$ cat src/rtl/chatter_free_counter_if.sv
// rtl/chatter_free_counter_if.sv - contact, control and count signals of the debouncing press counter
interface chatter_free_counter_if #(
  parameter int WIDTH = 4
) ();
  logic             a;
  logic             b;
  logic             en;
  logic             up_dn;
  logic             clr;
  logic             pressed;
  logic             press_pulse;
  logic [WIDTH-1:0] count;
  logic             limit;

  modport master (
    output a, b, en, up_dn, clr,
    input  pressed, press_pulse, count, limit
  );

  modport slave (
    input  a, b, en, up_dn, clr,
    output pressed, press_pulse, count, limit
  );
endinterface

$ cat src/rtl/chatter_free_counter.sv
// rtl/chatter_free_counter.sv - contact synchroniser, debouncer and up/down press counter
module chatter_free_counter #(
  parameter int WIDTH       = 4,
  parameter int SYNC_STAGES = 2,
  parameter int MODE        = 0,
  parameter int DEB_CYCLES  = 1000,
  parameter int SATURATE    = 0
) (
  input logic                  clk,
  input logic                  rst,
  chatter_free_counter_if.slave bus
);

  logic [SYNC_STAGES-1:0] a_sync_q;
  logic [SYNC_STAGES-1:0] b_sync_q;
  logic                   a_s;
  logic                   b_s;
  logic                   pressed_q;
  logic                   pressed_d;
  logic                   press_pulse_q;
  logic                   press_pulse_d;
  logic [WIDTH-1:0]       count_q;
  logic [WIDTH-1:0]       count_d;
  logic                   limit_q;
  logic                   limit_d;
  logic                   step;

  // Shift raw contacts through the synchroniser chains; idle contacts read high.
  always_ff @(posedge clk) begin
    if (rst) begin
      a_sync_q <= '1;
      b_sync_q <= '1;
    end else begin
      a_sync_q <= {a_sync_q[SYNC_STAGES-2:0], bus.a};
      b_sync_q <= {b_sync_q[SYNC_STAGES-2:0], bus.b};
    end
  end

  assign a_s = a_sync_q[SYNC_STAGES-1];
  assign b_s = b_sync_q[SYNC_STAGES-1];

  if (MODE == 0) begin : g_latch
    // Set/reset latch on the two contacts; idle or illegal both-low state holds the level.
    always_comb begin
      pressed_d = pressed_q;
      if (!b_s && a_s) begin
        pressed_d = 1'b1;
      end else if (!a_s && b_s) begin
        pressed_d = 1'b0;
      end
    end
  end else begin : g_timed
    localparam int TW = $clog2(DEB_CYCLES + 1);
    localparam logic [TW-1:0] LAST = TW'(DEB_CYCLES - 1);

    logic [TW-1:0] timer_q;
    logic [TW-1:0] timer_d;
    logic          cand;
    logic          unused_a;

    // The release contact plays no part in single-contact operation.
    assign unused_a = a_s;

    // Accept a new level only after it has differed from pressed for DEB_CYCLES samples.
    always_comb begin
      cand      = ~b_s;
      timer_d   = timer_q;
      pressed_d = pressed_q;
      if (cand == pressed_q) begin
        timer_d = '0;
      end else if (timer_q == LAST) begin
        pressed_d = cand;
        timer_d   = '0;
      end else begin
        timer_d = timer_q + TW'(1);
      end
    end

    // Qualification timer register.
    always_ff @(posedge clk) begin
      if (rst) begin
        timer_q <= '0;
      end else begin
        timer_q <= timer_d;
      end
    end
  end

  // The strobe marks the cycle in which pressed first reads 1 after a 0.
  assign press_pulse_d = pressed_d & ~pressed_q;

  // Debounced level and its rising-edge strobe register together.
  always_ff @(posedge clk) begin
    if (rst) begin
      pressed_q     <= 1'b0;
      press_pulse_q <= 1'b0;
    end else begin
      pressed_q     <= pressed_d;
      press_pulse_q <= press_pulse_d;
    end
  end

  assign step = press_pulse_q & bus.en;

  // Counter next state: clear wins, then boundary steps, then plain steps.
  always_comb begin
    count_d = count_q;
    limit_d = 1'b0;
    if (bus.clr) begin
      count_d = '0;
    end else if (step) begin
      if (bus.up_dn) begin
        if (count_q == '1) begin
          limit_d = 1'b1;
          if (SATURATE == 0) count_d = '0;
        end else begin
          count_d = count_q + WIDTH'(1);
        end
      end else begin
        if (count_q == '0) begin
          limit_d = 1'b1;
          if (SATURATE == 0) count_d = '1;
        end else begin
          count_d = count_q - WIDTH'(1);
        end
      end
    end
  end

  // Count and limit strobe registers.
  always_ff @(posedge clk) begin
    if (rst) begin
      count_q <= '0;
      limit_q <= 1'b0;
    end else begin
      count_q <= count_d;
      limit_q <= limit_d;
    end
  end

  assign bus.pressed     = pressed_q;
  assign bus.press_pulse = press_pulse_q;
  assign bus.count       = count_q;
  assign bus.limit       = limit_q;

endmodule

$ cat src/flat_wrapper.sv
// flat-port wrapper written by rule: the top's interface ports become plain ports
module chatter_free_counter_flat 
#(
  parameter int WIDTH       = 4,
  parameter int SYNC_STAGES = 2,
  parameter int MODE        = 0,
  parameter int DEB_CYCLES  = 1000,
  parameter int SATURATE    = 0
)
  (clk, rst, bus_a, bus_b, bus_en, bus_up_dn, bus_clr, bus_pressed, bus_press_pulse, bus_count, bus_limit);
  chatter_free_counter_if #(.WIDTH(WIDTH)) bus_i ();
  input logic clk;
  input logic rst;
  input wire logic [$bits(bus_i.a)-1:0] bus_a;
  input wire logic [$bits(bus_i.b)-1:0] bus_b;
  input wire logic [$bits(bus_i.en)-1:0] bus_en;
  input wire logic [$bits(bus_i.up_dn)-1:0] bus_up_dn;
  input wire logic [$bits(bus_i.clr)-1:0] bus_clr;
  output wire logic [$bits(bus_i.pressed)-1:0] bus_pressed;
  output wire logic [$bits(bus_i.press_pulse)-1:0] bus_press_pulse;
  output wire logic [$bits(bus_i.count)-1:0] bus_count;
  output wire logic [$bits(bus_i.limit)-1:0] bus_limit;
  assign bus_i.a = bus_a;
  assign bus_i.b = bus_b;
  assign bus_i.en = bus_en;
  assign bus_i.up_dn = bus_up_dn;
  assign bus_i.clr = bus_clr;
  assign bus_pressed = bus_i.pressed;
  assign bus_press_pulse = bus_i.press_pulse;
  assign bus_count = bus_i.count;
  assign bus_limit = bus_i.limit;
  chatter_free_counter #(.WIDTH(WIDTH), .SYNC_STAGES(SYNC_STAGES), .MODE(MODE), .DEB_CYCLES(DEB_CYCLES), .SATURATE(SATURATE)) u_core (.clk(clk), .rst(rst), .bus(bus_i));
endmodule
$ cat config.mk
export PLATFORM = sky130hd
export DESIGN_NAME = chatter_free_counter_flat
export DESIGN_NICKNAME = d
export VERILOG_FILES = /design/src/rtl/chatter_free_counter_if.sv /design/src/rtl/chatter_free_counter.sv /design/src/flat_wrapper.sv
export SDC_FILE = /design/constraint.sdc
export NUM_CORES = 1
export LEC_CHECK = 0
export CAP_MARGIN = 15
export CORE_UTILIZATION = 28
export CTS_CLUSTER_DIAMETER = 40
export DETAILED_ROUTE_END_ITERATION = 10
export PLACE_DENSITY = 0.51
export SLEW_MARGIN = 0
export SYNTH_ARGS = -nofsm -noshare
export SYNTH_HDL_FRONTEND = slang
export SYNTH_SLANG_ARGS = --single-unit
$ cat constraint.sdc
create_clock -name clk -period 3.95 [get_ports clk]
set_input_delay 0.79 -clock clk [delete_from_list [all_inputs] [get_ports clk]]
set_output_delay 0.79 -clock clk [all_outputs]
set_load 0.1 [all_outputs]
Word-level counts from Yosys, hierarchy flattened
Cells that the tools add are included.
- bits in registers: 11
- input bits: 7
- bits in latches: 0
- ROM bits: 0
- logic and storage cells: 28
- memory bits (writable): 0
- memories kept: 0
- divide/modulo/power cells: 0
- mux-type cells: 8
- bitwise gates (word level): 4
- reduce and logical (&&, ||, !) cells: 7
- add/sub/neg operators: 2
- shift operators: 0
- equal/unequal tests: 1
- magnitude comparators: 0
- multiply operators: 0
- operators with widths (cell ; number):
    $mux W4 ; 3
    $mux W1 ; 5
    $add A4 B1 Y4 const B ; 1
    $eq A4 B4 Y1 const B ; 1
    $logic_not A4 Y1 ; 1
    $sub A4 B1 Y4 const B ; 1
    $reduce_or A3 Y1 ; 1
    $and A1 B1 Y1 ; 2
    $logic_and A1 B1 Y1 ; 2
    $logic_not A1 Y1 ; 2
    $not A1 Y1 ; 2
    $reduce_or A2 Y1 ; 1

Depth between registers and ports, before layout
- depth in word-level cells: 5
- gate-level depth with buffers: 7

Worst setup path before layout
Ideal clock, no wire load.
- path type: register -> register
- start: register u_core.count_q[0], in the netlist u_core.bus.count[0]
- end: register u_core.count_q[3], in the netlist u_core.bus.count[3]
- path slack: 1.849 ns
- data arrival time: 1.971 ns
- stages on the path, launching flop included: 8
- data required time: 3.820 ns
- library setup time: 0.130 ns
- buffers on the path: 1
- cell sequence: dfxtp_1 -> buf_6 -> inv_1 -> ha_1 -> o21ba_2 -> o21bai_1 -> a211oi_1 -> nor4_1
- longest elaborated chain between the ends: 3
- elaborated cells on any way between the ends: 7
- classes of those cells: add/sub: 2; eq/ne: 1; mux: 3; reduce/logical: 1
- RTL lines (element ; line ; text):
    start: declaration ; chatter_free_counter.sv:22 ; logic [WIDTH-1:0] count_q;
    start signal: assignment ; chatter_free_counter.sv:136 ; count_q <= count_d;
    $sub A4 B1 Y4 (tied with other cells) ; chatter_free_counter.sv:124 ; count_d = count_q - WIDTH'(1);
    $mux W4, on equally long branches ; chatter_free_counter.sv:120, chatter_free_counter.sv:113 ;
    $mux W4 (*) ; chatter_free_counter.sv:112 ; if (bus.up_dn) begin
Every way passes the cells marked *; elsewhere a longest branch is shown, timed or not.
A chain may end at the register's enable or synchronous reset.

Final worst setup path
- start: register u_core.count_q[2], in the netlist u_core.bus.count[2]
- end: output port bus_count[2]
- RTL lines (element ; line ; text):
    end: declaration ; flat_wrapper.sv:21 ; output wire logic [$bits(bus_i.count)-1:0] bus_count;
No word-level cell between the ends.

==> flow_metrics.env <==
export IMPL_outcome="completed"
export IMPL_fin_total_pwr_w=0.000219
export IMPL_drive_gt1_frac=0.113
export IMPL_globalRouteTotalUtil=0.114
export IMPL_tritoncts_clock_tree="yes"
export IMPL_maxClockFrequency_mhz=362
export IMPL_required_worst_endpoint_ns=3.16
export IMPL_route_detailed_vias_per_inst=4.66
export IMPL_cp_cell_sequence="clkdlybuf4s50_1"
export IMPL_timing_critical_path_to_type="primary output"
export IMPL_grt_first_pass_wirelength_mm=1.64
export IMPL_vdd_drop_max_v=0.000165
export IMPL_synthDominantAreaCellType="dfxtp_1"
export IMPL_ys_seq_elements=11
export IMPL_antenna_violations_before_repair=0
export IMPL_dr_pass1_iters=4
export IMPL_cts_repair_resize_count=0
export IMPL_final_worst_path_period_share=0.699
export IMPL_vias=447
export IMPL_largest_driver_fanout_on_the_critical_path=9
export IMPL_clock_tree_buffer_depth=2
export IMPL_drcViolationCount=0
export IMPL_multi_input_comb_area_um2=255
export IMPL_antenna_cells_inserted=0
export IMPL_numPortBuffers=13
export IMPL_async_flop_share=0
export IMPL_detail_route_wl_per_cell_um=10.2
export IMPL_regToRegSetupSlack_ns=2.40
export IMPL_gp_congestion=0.797
export IMPL_cts_made_buffers=3
export IMPL_overflow=0
export IMPL_ys_seq_area_frac=0.427
export IMPL_worst_hold_path_type="register to register"
export IMPL_layout_area_seq_um2=220
export IMPL_setup_worst_path_end="bus_count[2]"
export IMPL_synth_enable_flop_cells=0
export IMPL_synth_yosys_warnings=0
export IMPL_power_density_nw_per_um2=322
export IMPL_cts_hold_buf=0
export IMPL_timing_final_crit_period_ns=2.76
export IMPL_crit_cells=1
export IMPL_core_region_area_um2=1730
export IMPL_count_of_mapped_cells_out_of_synthesis=58
export IMPL_synth_top_cells_by_area="dfxtp_1, a21oi_1, ha_1"
export IMPL_finClkSkew_ns=0.00193
export IMPL_mappedNetlistArea_um2=515
export IMPL_final_setup_tns_ns=0
export IMPL_starting_density=0.299
export IMPL_post_synth_num_cell_types=24
export IMPL_synthMostInstantiatedCell="dfxtp_1"
export IMPL_drt_first_iter_violations=12
export IMPL_max_slew_worst_pin_slew_ns=0.978
export IMPL_die_y_um=44.9
export IMPL_grt_pass1_vias=371
export IMPL_die_width_um=44.9
export IMPL_worstSetupStartpointType="register"
export IMPL_synth_top_cell_area_share=0.427
export IMPL_drtAntennaViolNets=0
export IMPL_finish_stage_setup_viols=0
export IMPL_ff2ff_path_depth=6
export IMPL_critPathSlowestCell="clkdlybuf4s50_1"
export IMPL_clock_latency_ns=0.26
export IMPL_power_leakage_nw=0.255
export IMPL_max_cap_violations=0
export IMPL_hold_viol=0
export IMPL_timing_worst_setup_path_type="register to primary output"
export IMPL_synth_main_ff_cell="dfxtp_1"
export IMPL_max_slew_margin_vs_limit=0.346
export IMPL_worst_r2r_endpoint="u_core.bus.count[3]"
export IMPL_synth_commonest_cells="dfxtp_1, a21oi_1, nor3_1"
export IMPL_clk_sinks=11
export IMPL_finalWirelength_um=981
export IMPL_grt_setup_unrepaired="false"
export IMPL_io_pin_count=14
export IMPL_die_outline_area_um2=2020
export IMPL_cts_root_buffer_cell="clkbuf_4"
export IMPL_largest_net_degree_at_the_start_of_global_routing=12
export IMPL_htreeDepth=1
export IMPL_cts_repair_timing_setup_buffer_count=0
export IMPL_crit_arrival_ns=1.97
export IMPL_clock_transition_at_path_regs_ns=0.07
export IMPL_worst_path_buf_inv=1
export IMPL_filler_cell_count=192
export IMPL_dpl_hpwl_um=675
export IMPL_timing_rr_start="u_core.bus.count[0]"
export IMPL_num_rows=15
export IMPL_fin_max_slew_vios=0
export IMPL_cpLargestDelayFamily="buffers and inverters"
export IMPL_syn2layout_area_growth_pct=31.6
export IMPL_worst_setup_path_startpoint="u_core.bus.count[2]"
export IMPL_postSynthAreaPerCell_um2=8.89
export IMPL_critPathMaxStageDelay_ns=1.20
export IMPL_final_net_count=81
export IMPL_synth_fp_nets=67
==> routing by layer <==
layer  global-route usage  share of wire
met1                0.163           0.53
met2                0.153           0.42
met3               0.0360          0.054
met4               0.0545              0
met5                    0              0
==> area by class of cell <==
class | instances | area share
multi-input combinational | 39 | 0.376
sequential | 11 | 0.325
timing repair buffer | 13 | 0.192
tap | 25 | 0.0461
clock buffer | 4 | 0.0387
inverter | 4 | 0.0221
==> sequential cells by signal, summed over array words and instances, names as in the netlist <==
register,count
u_core.bus.pressed,1
u_core.bus.count,4
u_core.bus.limit,1
u_core.b_sync_q,2
u_core.bus.press_pulse,1
u_core.a_sync_q,2
==> worst min-delay path by stage <==
stage / slack (ns) / endpoint / cells past startpoint / startpoint
floorplan: 0.39 / u_core.a_sync_q[1] / 1 / u_core.a_sync_q[0]
global placement: 0.39 / u_core.b_sync_q[1] / 1 / u_core.b_sync_q[0]
detailed placement: 0.39 / u_core.b_sync_q[1] / 1 / u_core.b_sync_q[0]
CTS: 0.42 / u_core.a_sync_q[1] / 1 / u_core.a_sync_q[0]
global route: 0.43 / u_core.a_sync_q[1] / 1 / u_core.a_sync_q[0]
finish: 0.41 / u_core.a_sync_q[1] / 1 / u_core.a_sync_q[0]
==> power by group <==
group          switching, W  internal [W]   total, W  leakage [nW]
Sequential       0.00000171      0.000114   0.000116        0.0898
Clock             0.0000367     0.0000390  0.0000758        0.0150
Combinational     0.0000159     0.0000113  0.0000272         0.150
Total             0.0000543      0.000164   0.000219         0.255
==> through the flow <==
| step | instances | setup slack [ns] | hold WS, ns | instance area, um2 | utilization |
|---|---|---|---|---|---|
| 6_report | 96 | 1.19 | 0.413 | 678 | 0.393 |
| 5_1_grt | 96 | 1.13 | 0.430 | 678 | 0.393 |
| 4_1_cts | 96 | 1.19 | 0.416 | 678 | 0.393 |
| 3_5_place_dp | 92 | 1.49 | 0.395 | 652 | 0.378 |
| 3_3_place_gp | 92 | 1.49 | 0.394 | 652 | 0.378 |
| 2_1_floorplan | 58 | 1.85 | 0.389 | 515 | - |
==> logic make-up after synthesis <==
kind of cell / share of synthesized area
and+or+nand+nor: 0.204
adders and majority gates: 0.0485
AOI/OAI and AO/OA: 0.189
xor gates and xnor gates: 0.0340
muxes: 0.0194
DFF: 0.427
buffers and inverters: 0.0777
==> cell usage in the layout, fill, tap and decap left out, drive strengths merged <==
master         netlist  final
nor3                 5      5
clkdlybuf4s50        0     13
nand2                2      2
mux2i                1      1
xnor2                1      1
dfxtp               11     11
a21oi                6      6
o21ba                1      1
nor4                 2      2
or2                  4      4
o21ai                1      1
xor2                 1      1
inv                  4      4
a31oi                1      1
a21o                 1      1
a311oi               1      1
o21bai               2      2
nor4b                2      2
ha                   2      2
a211oi               2      2
nor2                 3      3
clkbuf               1      4
and3                 1      1
==> worst register-to-register path, stage by stage, from the launching register on <==
cell	delay [ns]
dfxtp_1	0.50
inv_1	0.10
ha_1	0.25
o21ba_2	0.24
o21bai_1	0.05
a211oi_1	0.22
nor4_1	0.07
(Power assumes the default switching activity.)
